--- config.mk ---
export PLATFORM = sky130hd
export DESIGN_NAME = instr_prefetch
export DESIGN_NICKNAME = d
export VERILOG_FILES = /design/src/rtl/instr_prefetch.sv
export SDC_FILE = /design/constraint.sdc
export NUM_CORES = 1
export LEC_CHECK = 0
export ABC_AREA = 1
export BUFFER_PORTS_ARGS = -buffer_cell sky130_fd_sc_hd__buf_2
export CAP_MARGIN = 20
export CORE_MARGIN = 4
export CORE_UTILIZATION = 50
export CTS_CLUSTER_DIAMETER = 50
export DETAILED_ROUTE_END_ITERATION = 8
export PLACE_DENSITY = 0.77
export SYNTH_ARGS = -nofsm -noshare
export SYNTH_HDL_FRONTEND = slang
export SYNTH_SLANG_ARGS = --single-unit
--- constraint.sdc ---
create_clock -name clk_i -period 8.7 [get_ports clk_i]
set_input_delay 0.435 -clock clk_i [delete_from_list [all_inputs] [get_ports clk_i]]
set_output_delay 0.435 -clock clk_i [all_outputs]
set_load 0.05 [all_outputs]
--- src/rtl/instr_prefetch.sv ---
// Instruction prefetch stage: buffers fetched {pc, instr} pairs in a FIFO
// so fetch can run ahead of a stalled decode; flushes on jump/JTAG reset.
module instr_prefetch #(
  parameter int unsigned DEPTH = 4,
  parameter int unsigned ADDR_W = 32,
  parameter int unsigned DATA_W = 32,
  parameter logic [ADDR_W-1:0] RESET_PC = '0,
  parameter int unsigned PC_STEP = 4
) (
  input  logic clk_i,
  input  logic rst_ni,
  output logic bus_req_o,
  output logic [ADDR_W-1:0] bus_addr_o,
  input  logic bus_ready_i,
  input  logic [DATA_W-1:0] bus_data_i,
  input  logic jump_flag_i,
  input  logic [ADDR_W-1:0] jump_addr_i,
  input  logic jtag_reset_flag_i,
  input  logic halt_i,
  output logic valid_o,
  input  logic ready_i,
  output logic [DATA_W-1:0] instr_o,
  output logic [ADDR_W-1:0] pc_o,
  output logic [ADDR_W-1:0] pc_next_o,
  output logic [$clog2(DEPTH):0] level_o
);

  localparam int unsigned PW = $clog2(DEPTH);
  localparam int unsigned LW = PW + 1;

  logic [ADDR_W-1:0] fetch_pc;
  logic [PW-1:0] wr_ptr;
  logic [PW-1:0] rd_ptr;
  logic [LW-1:0] level;
  logic [ADDR_W-1:0] pc_mem [DEPTH];
  logic [DATA_W-1:0] instr_mem [DEPTH];
  logic full;
  logic push;
  logic pop;
  logic flush;

  assign full  = (level == LW'(DEPTH));
  assign flush = jtag_reset_flag_i | jump_flag_i;

  // Full blocks the request even when a pop frees a slot this cycle.
  assign bus_req_o = rst_ni & ~halt_i & ~flush & ~full;
  assign bus_addr_o = fetch_pc;

  assign push = bus_req_o & bus_ready_i;
  assign pop  = valid_o & ready_i;

  assign valid_o   = (level != '0);
  assign level_o   = level;
  assign instr_o   = valid_o ? instr_mem[rd_ptr] : '0;
  assign pc_o      = valid_o ? pc_mem[rd_ptr] : '0;
  assign pc_next_o = pc_o + ADDR_W'(PC_STEP);

  always_ff @(posedge clk_i) begin
    if (!rst_ni) begin
      fetch_pc <= RESET_PC;
      wr_ptr <= '0;
      rd_ptr <= '0;
      level <= '0;
    end else if (jtag_reset_flag_i) begin
      fetch_pc <= RESET_PC;
      wr_ptr <= '0;
      rd_ptr <= '0;
      level <= '0;
    end else if (jump_flag_i) begin
      fetch_pc <= {jump_addr_i[ADDR_W-1:2], 2'b00};
      wr_ptr <= '0;
      rd_ptr <= '0;
      level <= '0;
    end else begin
      if (push) begin
        fetch_pc <= fetch_pc + ADDR_W'(PC_STEP);
        wr_ptr <= wr_ptr + PW'(1);
      end
      if (pop) begin
        rd_ptr <= rd_ptr + PW'(1);
      end
      unique case ({push, pop})
        2'b10: level <= level + LW'(1);
        2'b01: level <= level - LW'(1);
        default: level <= level;
      endcase
    end
  end

  // Payload storage needs no reset; valid_o gates its visibility.
  always_ff @(posedge clk_i) begin
    if (push) begin
      pc_mem[wr_ptr] <= fetch_pc;
      instr_mem[wr_ptr] <= bus_data_i;
    end
  end

endmodule

; ---- Yosys cells after proc, flatten, opt, wreduce, memory -nomap -nowiden
; Memories as Yosys holds them, arrays and structs flattened. A register that Yosys moved wholly into a read port is not among the register bits.
; Index checks and enable logic that the tools add are counted.
[word_totals]
mem_count = 2
input_bits = 71
register_bits = 39
wordCells = 42
output_inout_bits = 133
mem_bits_rw = 256
[memory_table]
columns = name, words, width, read_ports, rd_clocked_by_memory_dff, write_ports, line
row1 = instr_mem, 4, 32, 1, 1, 1, 36  ; logic [DATA_W-1:0] instr_mem [DEPTH];
row2 = pc_mem, 4, 32, 1, 1, 1, 35  ; logic [ADDR_W-1:0] pc_mem [DEPTH];
[op_classes]
n_addsub = 6
n_mux = 11
n_eq_ne = 3
n_bitwise = 10
n_reduce_logical = 5
[ops]
columns = op, count
row1 = $mux 32, 4
row2 = $add 32x3->32 const B, 2
row3 = $mux 2, 4
row4 = $pmux 3 s2, 1
row5 = $and 1x1->1, 5
row6 = $add 2x1->2 const B, 2
row7 = $not 1->1, 4
row8 = $reduce_bool 2->1, 2
row9 = $add 3x1->3 const B, 1
row10 = $eq 3x3->1 const B, 1
row11 = $reduce_bool 3->1, 1
row12 = $reduce_or 3->1, 1
row13 = $sub 3x1->3 const B, 1
row14 = $eq 2x1->1 const B, 1
row15 = $eq 2x2->1 const B, 1
row16 = $mux 1, 2
row17 = $reduce_or 2->1, 1
row18 = $or 1x1->1, 1

; ---- Depth between registers and ports, before layout
; Gate-level depths: netlist of run 1.
[logic_depth]
depth_word = 7
ltp_mapped = 15
mapped_depth_nobuf = 12

; ---- Worst setup path before layout of run 1
; OpenSTA, ideal clock, no wires.
[synth_path]
path_type = reg-to-reg
startpoint = reg level[1], in the netlist level_o[1]
endpoint = mem instr_mem[0][0], enable pin
arrival_time_ns = 4.024
path_slack_ns = 4.194
required_ns = 8.218
path_stages_with_launch = 6
period_less_slack_ns = 4.506
path_cell_list = dfxtp_1 > inv_1 > nand3_1 > nand4_1 > clkbuf_1 > nor2_1
[synth_between]
elab_chain_len = 6
[synth_lines]
columns = item, line
row1 = start: declaration, 34  ; logic [LW-1:0] level;
row2 = start signal: assignment, 83  ; 2'b10: level <= level + LW'(1);
row3 = start signal: assignment, 84  ; 2'b01: level <= level - LW'(1);
row4 = start signal: assignment, 85  ; default: level <= level;
row5 = $eq 3x3->1, 42  ; assign full = (level == LW'(DEPTH));
row6 = $not 1->1, 46  ; assign bus_req_o = rst_ni & ~halt_i & ~flush & ~full;
row7 = $and 1x1->1, 46
row8 = $and 1x1->1, 49  ; assign push = bus_req_o & bus_ready_i;
row9 = $mux 1, 92  ; if (push) begin
row10 = $mux 1 (not written as such), 94  ; instr_mem[wr_ptr] <= bus_data_i;
row11 = end: declaration, 36
; Every way passes these cells.

==> summary.txt, run 1 <==
Worst setup path
  • CP required: 8.27 ns
  • Setup crit end kind: output port
  • Reg2reg setup slack: ~6 ns
  • CP Launch Type: flip-flop
  • CP max FO: 102
  • CP Class: reg -> out
  • Critical path arrival: 3.74 ns

Die
  • Die Span Y: 173.5 um
  • Row count: 60
  • Die ar.: about 30000 sq um
  • Starting density of the core: 0.5078
  • Die extent in x: 173.5 um
  • Ports: 204
  • Core area: 26950 sq um

Clock tree
  • Post-CTS Resized: 0
  • Clock Path Buffers: 3
  • Root buf cell: clkbuf_16
  • Clk slew on worst S/H paths: 0.07 ns
  • H-tree levels: 1
  • Post-CTS Setup Bufs: 0
  • Hold Buf Count CTS: 0
  • Clock Latency Late Sink: 0.54 ns
  • CTS tree: yes
  • CTS Buf Count: 29
  • CTS Sinks: 287

Run
  • Max Cap Violations: 0

STA
  • Post-Route Setup TNS: 0 ns
  • Least-Margin Pin Slew: 1.105 ns
  • Slew Viols, Final: 0
  • Fmax: between 200 and 250 MHz
  • Setup violators final: 0
  • Max_slew headroom: 0.2635
  • RSZ-0062 raised after global routing: false
  • Post-route clock period utilization: 0.4793
  • Final hold vios: 0
  • Worst clock skew: 0.008636 ns
  • Min cycle time layout: 4.170 ns

Power
  • Sw Pwr: 0.0005727 W
  • Sw frac: 0.2048
  • Pwr Density: 177.7 nW/um^2
  • Static Leakage: 6.312 nW
  • Clk pwr share: 0.429
  • Total power: 0.002796 W
  • Sequential share of power: 0.540
  • Internal power: around 0.0022 W
  • Maximum VDD drop: between 0.1 and 0.15 mV
  • Combinational power share: 0.031

Placement
  • Routability cong.: 0.9379
  • Buffers on Ports: 195
  • Cell Area, Placed: 14800 sq um
  • HPWL Detailed: 21.92 mm

Layout
  • Fillers: 2255
  • Final Util: 0.5837
  • Area taken by multi-input logic gates: 4683 sq um
  • Design area: between 15000 and 20000 sq um
  • ANT cells: 0
  • Register Area: 8233 sq um
  • Fraction of layout cells with a size suffix above 1: 0.1883
  • Nets@finish: 1714
  • Layout area overhead: 14.94%

Route
  • Final wirelength: 34.10 mm
  • DRC: 0
  • Vias per cell: 5.289
  • Number of DRC markers in iteration 0: 1120
  • Post-DRT Antenna Nets: 0
  • Avg WL per Cell: 17.07 um
  • DRT Pass-1 Iters: 5
  • Total number of vias: 10.57k

Logic synthesis
  • Cells after Synth: 1463
  • Asr flop ratio synth: 0
  • Register area share after synthesis: 0.6012
  • Syn_area_per_cell: 9.355 sq um
  • Warnings, synthesis: 0
  • Main synth FF type: edfxtp_1
  • Distinct cells, synth: 39
  • Synth Cell Area: 13690 sq um
  • EDFF count, synth: approximately 250
  • #FFs+latches synth: between 200 and 300

Global routing
  • Vias in the first global route: 9861
  • Initial antenna violation count: 0
  • GRT Total Usage: 0.2156
  • First-pass GRT wire length: 52.52 mm
  • Largest net degree at the start of global routing: 126
  • Overflow after GRT: 0

Min path
  • Hold WC Path Type: in -> reg

Outcome
  • Status: finished clean
==> synthesized netlist by cell type, types with 2 or more instances <==
cell	instances	area share
a21oi_1	53	0.019
a31oi_1	13	0.0059
buf_1	3	0.00082
buf_2	21	0.0077
buf_4	13	0.0071
buf_6	9	0.0074
clkbuf_1	20	0.0055
dfxtp_1	39	0.057
edfxtp_1	248	0.54
ha_1	7	0.0064
inv_1	101	0.028
inv_2	6	0.0016
nand2_1	399	0.11
nand2_2	13	0.0059
nand3_1	98	0.036
nand3_2	6	0.0044
nand4_1	10	0.0046
nor2_1	234	0.064
nor2_2	14	0.0064
nor2_4	16	0.013
nor3_1	6	0.0022
nor3b_1	3	0.0016
o211ai_1	5	0.0027
o21a_1	2	0.0011
o21ai_0	79	0.029
o21ai_1	3	0.0011
or2_2	2	0.00091
xnor2_1	2	0.0013
xor2_1	28	0.018
==> worst max-delay path, stage by stage (launching register included) <==
cell and delay, ns:
dfxtp_4 0.56, buf_4 0.88, nand2_1 0.16, nand2_1 0.12, nand2_1 0.05, nand2_1 0.15, nand2_1 0.13, nor2_1 0.17
nand2_1 0.10, nor2_1 0.16, nand2_1 0.09, xor2_1 0.24, buf_2 0.31
==> placed cells by master, fill, tap and decap left out, types with 5 or more instances in the layout <==
cell | synthesis | routed
nand2_1 | 399 | 399
edfxtp_1 | 248 | 248
nor2_1 | 234 | 230
buf_2 | 21 | 195
inv_1 | 101 | 101
nand3_1 | 98 | 98
o21ai_0 | 79 | 79
a21oi_1 | 53 | 53
dfxtp_1 | 39 | 37
clkbuf_16 | 0 | 29
xor2_1 | 28 | 28
nor2_4 | 16 | 20
nor2_2 | 14 | 14
a31oi_1 | 13 | 13
nand2_2 | 13 | 13
nand4_1 | 10 | 10
buf_4 | 13 | 8
ha_1 | 7 | 7
nor3_1 | 6 | 6
inv_2 | 6 | 6
nand3_2 | 6 | 6
conb_1 | 1 | 6
clkinv_1 | 0 | 6
o211ai_1 | 5 | 5
==> worst paths after layout <==
path	cells after the start	from	endpoint
hold / removal	1	bus_data_i[20]	instr_mem[3][20]
hold reg to reg	2	level_o[0]	level_o[0]
setup reg to reg	6	level_o[1]	instr_mem[1][28]
setup / recovery	12	flip-flop	pc_next_o[17]
==> registers in the layout, indices dropped and copies added, names as in the netlist, named ones only <==
register    cells
level_o         3
rd_ptr          2
pc_mem        120
instr_mem     128
bus_addr_o     30
wr_ptr          2
==> cells by family (layout without fill, tap and decap cells) <==
logic type               after synthesis  count (layout)  synth area share
AO/OA/AOI/OAI                        158             158           0.06088
XOR/XNOR                              30              30           0.01920
adder cells (fa/ha/maj)                8               8          0.007862
buffers and inverters                176             365           0.06024
flip-flops                           287             287            0.6012
other                                  1               6         0.0002740
AND/OR/NAND/NOR                      803             803            0.2504
==> power by group through the flow <==
stage / Clock [W] / Sequential [W] / Combinational, W
2_1_floorplan: 0 / 0.00155 / 0.0000383
3_3_place_gp: 0 / 0.00154 / 0.0000825
3_5_place_dp: 0 / 0.00154 / 0.0000851
4_1_cts: 0.00121 / 0.00151 / 0.0000855
5_1_grt: 0.00128 / 0.00151 / 0.0000932
6_report: 0.00120 / 0.00151 / 0.0000856
==> routing by layer <==
metal | up-vias | share of wire | global-route usage | wire (um)
li1 | 5178 | - | - | -
met1 | 4887 | 0.42 | 0.3068 | 14420
met2 | 455 | 0.47 | 0.3584 | 16090
met3 | 48 | 0.086 | 0.02792 | 2944
met4 | 0 | 0.019 | 0.04656 | 643
met5 | - | 0 | 0 | 0
==> through the flow <==
stage,worst slack (ns),cells,hold slack (ns)
floorplan,4.194,1468,0.4796
global placement,5.122,1945,0.4938
detailed placement,5.102,1945,0.4994
CTS,4.523,1998,0.09048
global route,4.310,1998,0.08717
finish,4.530,1998,0.1080
==> final cells by class <==
cell class / instances / area share
Sequential cell: 287 / 0.5233
Clock buffer: 33 / 0.04709
Tap cell: 341 / 0.02712
Inverter: 109 / 0.02664
Clock inverter: 20 / 0.01225
Timing Repair Buffer: 203 / 0.06586
Multi-Input combinational cell: 1005 / 0.2977
(Power assumes the default switching activity.)
==> run 2, diff against run 1 <==
--- a/config.mk
+++ b/config.mk
@@ -12,7 +12,7 @@
 export CORE_UTILIZATION = 50
 export CTS_CLUSTER_DIAMETER = 50
 export DETAILED_ROUTE_END_ITERATION = 8
-export PLACE_DENSITY = 0.77
+export PLACE_DENSITY = 0.8
 export SYNTH_ARGS = -nofsm -noshare
 export SYNTH_HDL_FRONTEND = slang
 export SYNTH_SLANG_ARGS = --single-unit
==> constraint.sdc (replaced) <==
create_clock -name clk_i -period 3.37 [get_ports clk_i]
set_input_delay 0.1685 -clock clk_i [delete_from_list [all_inputs] [get_ports clk_i]]
set_output_delay 0.1685 -clock clk_i [all_outputs]
set_load 0.05 [all_outputs]
==> summary.txt, run 2 (synthesis gave the netlist of run 1 again) <==
Placement
  • Buffers on Ports: 195
  • Cell Area, Placed: 14990 sq um
  • Routability cong.: between 0.9 and 1
  • HPWL Detailed: roughly 22 mm
  • Setup slack at placement: 0.5641 ns

Clock tree
  • Clk slew on worst S/H paths: ~0.070 ns
  • CTS Sinks: 287
  • Post-CTS Setup Bufs: 0
  • Root buf cell: clkbuf_16
  • Clock Path Buffers: 3
  • H-tree levels: 1
  • Clock Latency Late Sink: 0.53 ns
  • CTS Buf Count: 28
  • CTS tree: yes

Layout
  • Fraction of layout cells with a size suffix above 1: 0.1914
  • Nets@finish: 1783
  • Most common cell after layout, fill and taps aside: nand2_1
  • ANT cells: 0
  • Most frequent cells in the layout: nand2_1, edfxtp_1, nor2_1
  • Design area: around 17000 sq um
  • Largest Register: instr_mem
  • Max FFs per register: around 130
  • Layout area overhead: 21.75%

STA
  • Final hold vios: 0
  • Least-Margin Pin Slew: 0.7984 ns
  • RSZ-0062 raised after global routing: false
  • Post-route clock period utilization: 0.9212
  • Min cycle time layout: 3.105 ns
  • Post-Route Setup TNS: 0 ns
  • Final worst slack: 0.2654 ns
  • Fmax: around 320 MHz
  • Max_slew headroom: 0.4672
  • Setup violators final: 0
  • Slew Viols, Final: 0
  • Worst clock skew: 0.02621 ns

Min path
  • Hold WC Path Type: in -> reg

Worst setup path
  • Most used cell, CP: nand2_1
  • CP max FO: 25
  • CP Launch Type: flip-flop
  • CP required: 3.20 ns
  • Setup crit end kind: output port
  • Slowest CP cell: dfxtp_2
  • CP Class: reg -> out
  • CP Cell Sequence: inv_4 > buf_4 > nand2_1 > nand2_1 > nand2_1 > nor2_1 > nand2_1 > nor2_1 > nand2_1 > xor2_1 > buf_2
  • Critical path arrival: roughly 2.9 ns
  • Largest stage delay, worst path: 0.35 ns

Route
  • Vias per cell: 5.314
  • Final wirelength: 34.42 mm
  • Avg WL per Cell: 16.67 um
  • Post-DRT Antenna Nets: 0
  • Number of DRC markers in iteration 0: 981
  • DRT Pass-1 Iters: 5
  • DRC: 0
  • Total number of vias: 10.97k

Die
  • Die ar.: ~30000 sq um
  • Core area: around 27000 sq um
  • Row count: 60
  • Ports: 204
  • Starting density of the core: 0.5078
  • Die extent in x: approximately 170 um
  • Die Span Y: 173.5 um

Outcome
  • Status: finished clean

Global routing
  • Vias in the first global route: 10.47k
  • Largest net degree at the start of global routing: 126
  • Initial antenna violation count: 0
  • GRT Total Usage: 0.2213
  • Overflow after GRT: 0
  • First-pass GRT wire length: between 50 and 60 mm

Power
  • Maximum VDD drop: between 0.4 and 0.5 mV
  • Pwr Density: 445.1 nW/um^2
  • Static Leakage: 6.689 nW

Run
  • Max Cap Violations: 0
-- run 2: cell count changes in the layout (fill, tap and decap cells not counted), moves of 3 or more --
| cell | change |
|---|---|
| dlygate4sd3_1 | +62 |
| buf_12 | +5 |
| xor2_1 | -5 |
| xor2_2 | +5 |
| clkinv_1 | -3 |
| clkinv_2 | +3 |
| clkinvlp_4 | -3 |
-- run 2: worst max-delay path, delay by kind of cell (launching register included) --
kind          cells  cell delay (ns)
buf+inv           3             0.91
simple gates      7             0.89
flops             1             0.35
xor+xnor          1             0.25
-- run 2: routing by layer --
layer  vias up  track usage  routed length (um)
li1       5313            -                   -
met1      5138       0.3046               14310
met2       475       0.3729               16390
met3        48      0.03468                3003
met4         0      0.05188                 714
met5         -            0                   0
-- run 2: timing repair --
item / CTS / global route
endpoints found under the hold margin: 155 / 0
cloned: 0 / 2
endpoints found under the setup margin: 1 / 16
resized for setup: 1 / 5
hold buffers: 62 / 0
-- run 2: area by class of cell --
class	count	area, sq um
multi-input combinational	1005	4760
timing repair buffer	273	1842
clock buffer	32	747.0
fill	2072	10290
tap	341	426.7
inverter	109	427.9
clock inverter	18	227.7
sequential	287	8233
-- run 2: through the flow --
stage	util	power (W)	hold WS [ns]	cells
finish	0.6183	0.007418	0.03374	2065
global route	0.6183	0.007654	0.04071	2065
CTS	0.6156	0.007459	0.005215	2063
detailed placement	0.5562	0.004194	0.3830	1951
global placement	0.5562	0.004187	0.3771	1951
floorplan	-	0.004101	0.2674	1468
-- run 2: final timing paths --
kind	from	end	slack, ns	cells after the start
setup / recovery	flip-flop	pc_next_o[17]	0.27	11
hold / removal	jtag_reset_flag_i	bus_addr_o[9]	0.03	4
setup reg to reg	level_o[1]	bus_addr_o[7]	0.68	10
hold reg to reg	level_o[0]	level_o[0]	0.52	2
-- run 2: power by group --
part           internal [W]  switching, W  total, W
registers           0.00386     0.0000372   0.00390
clock network       0.00198       0.00126   0.00324
logic              0.000111      0.000169  0.000279
total               0.00595       0.00147   0.00742
==> run 3, diff against run 2 <==
--- a/config.mk
+++ b/config.mk
@@ -8,7 +8,6 @@
 export ABC_AREA = 1
 export BUFFER_PORTS_ARGS = -buffer_cell sky130_fd_sc_hd__buf_2
 export CAP_MARGIN = 20
-export CORE_MARGIN = 4
 export CORE_UTILIZATION = 50
 export CTS_CLUSTER_DIAMETER = 50
 export DETAILED_ROUTE_END_ITERATION = 8
==> summary.txt, run 3 (synthesis gave the netlist of run 1 again) <==
Outcome
  • Status: finished clean

Layout
  • Final instance count without filler cells: 2066
  • Most common cell after layout, fill and taps aside: nand2_1
  • ANT cells: 0
  • Nets@finish: about 1.8k
  • Fraction of layout cells with a size suffix above 1: 0.1919
  • Most frequent cells in the layout: nand2_1, edfxtp_1, nor2_1
  • Design area: 16480 sq um
  • Layout area overhead: 20.41%
  • Largest Register: instr_mem
  • Max FFs per register: 128

Global routing
  • Overflow after GRT: 0
  • Initial antenna violation count: 0
  • GRT Total Usage: 0.2385
  • First-pass GRT wire length: about 53 mm
  • Largest net degree at the start of global routing: 63
  • Vias in the first global route: 10.14k

Die
  • Die Span Y: 167.5 um
  • Die extent in x: 167.5 um
  • Core area: 26880 sq um
  • Ports: about 200
  • Starting density of the core: 0.5093
  • Row count: 60
  • Die ar.: 28040 sq um

Power
  • Pwr Density: around 430 nW/um^2
  • Maximum VDD drop: 0.3914 mV
  • Static Leakage: 6.616 nW

Worst setup path
  • CP max FO: 37
  • Largest stage delay, worst path: 0.45 ns
  • CP Class: reg -> out
  • CP required: 3.20 ns
  • R2R Path Start: level_o[1]
  • Slowest CP cell: buf_4
  • Most used cell, CP: nand2_1
  • CP Launch Type: flip-flop
  • Critical path arrival: 3.00 ns
  • CP Cell Sequence: buf_4 > buf_4 > nand2_1 > nand3_1 > nand2_1 > nand2_1 > nor2_1 > nand2_1 > nor2_1 > nand3_1 > nand2_1 > nand2_1 > buf_2
  • Setup crit end kind: output port

Run
  • Max Cap Violations: 0

Clock tree
  • CTS Buf Count: 29
  • H-tree levels: 1
  • Post-CTS Setup Bufs: 0
  • Clk slew on worst S/H paths: about 0.060 ns
  • CTS tree: yes
  • Clock Path Buffers: 3
  • CTS Sinks: 287
  • Root buf cell: clkbuf_16
  • Clock Latency Late Sink: 0.53 ns

Route
  • DRT Pass-1 Iters: 7
  • Final wirelength: 33.94 mm
  • Total number of vias: ~11k
  • Avg WL per Cell: 16.43 um
  • Vias per cell: between 5 and 6
  • DRC: 0
  • Number of DRC markers in iteration 0: 966
  • Post-DRT Antenna Nets: 0

Placement
  • Setup slack at placement: 0.6623 ns
  • Buffers on Ports: 195
  • HPWL Detailed: 21.83 mm
  • Cell Area, Placed: 15000 sq um
  • Routability cong.: 0.9283
  • Inst Count DP: 1956

Min path
  • Hold WC Path Type: in -> reg
  • Min-delay src: jump_addr_i[10]

STA
  • Least-Margin Pin Slew: 0.8016 ns
  • RSZ-0062 raised after global routing: false
  • Slew Viols, Final: 0
  • Post-Route Setup TNS: 0 ns
  • Min cycle time layout: around 3.2 ns
  • Final hold slack: 0.02477 ns
  • Setup violators final: 0
  • Post-route clock period utilization: 0.9411
  • Final hold vios: 0
  • Fmax: 315.3 MHz
  • Worst clock skew: 0.01258 ns
  • Max_slew headroom: 0.4650
  • Final worst slack: between 0.15 and 0.2 ns
run 3: cell types whose count changed in the layout (fill, tap and decap cells not counted), sizes merged:
| cell | before | now |
|---|---|---|
| dlygate4sd3 | 62 | 59 |
| clkinv | 9 | 15 |
| buf | 209 | 214 |
| bufinv | 5 | 1 |
| clkinvlp | 1 | 2 |
| clkbuf | 34 | 31 |
| inv | 112 | 111 |
run 3: layout make-up:
type | count | area (sq um)
fillers | 2107 | 10400
flip-flops and latches | 287 | 8235
multi-input cells | 1005 | 4755
repair buffers | 273 | 1770
clock buffers | 31 | 733.2
well taps | 341 | 426.7
inverters | 109 | 419.2
clock inverters | 20 | 141.4
run 3: timing repair:
item	in CTS	in global routing
hold endpoints to repair	151	0
hold buffers	59	0
endpoints found under the setup margin	0	11
gates resized for setup	0	4
run 3: stage by stage:
stage	power, W	utilization
global placement	0.004185	0.5582
CTS	0.007124	0.6127
floorplan	0.004101	-
finish	0.007110	0.6132
detailed placement	0.004193	0.5582
global route	0.007298	0.6132
run 3: critical path: cells and delay by family (launching register included):
kind                   cells  cell delay [ns]
buffers and inverters      3             1.07
and+or+nand+nor           10             0.94
DFF                        1             0.44
run 3: metal layers:
metal | vias up | GRT usage | share of wire
met5 | - | 0 | 0
met4 | 0 | 0.06502 | 0.021
met3 | 56 | 0.03073 | 0.082
met2 | 483 | 0.3958 | 0.47
met1 | 5150 | 0.3306 | 0.42
li1 | 5309 | - | -
run 3: path summary, 6_finish.rpt:
path / to / cells after the start / slack (ns)
worst max-delay path: pc_next_o[24] / 13 / 0.20
worst min-delay path: bus_addr_o[10] / 5 / 0.02
worst max register to register: bus_addr_o[7] / 10 / 0.46
worst min register to register: level_o[0] / 2 / 0.51
run 3: power by group:
group	internal, W	switching, W	leakage (nW)	total [W]
registers	0.00386	0.0000367	2.63	0.00390
clock network	0.00165	0.00128	0.431	0.00293
logic	0.000108	0.000170	3.55	0.000278
total	0.00562	0.00149	6.62	0.00711
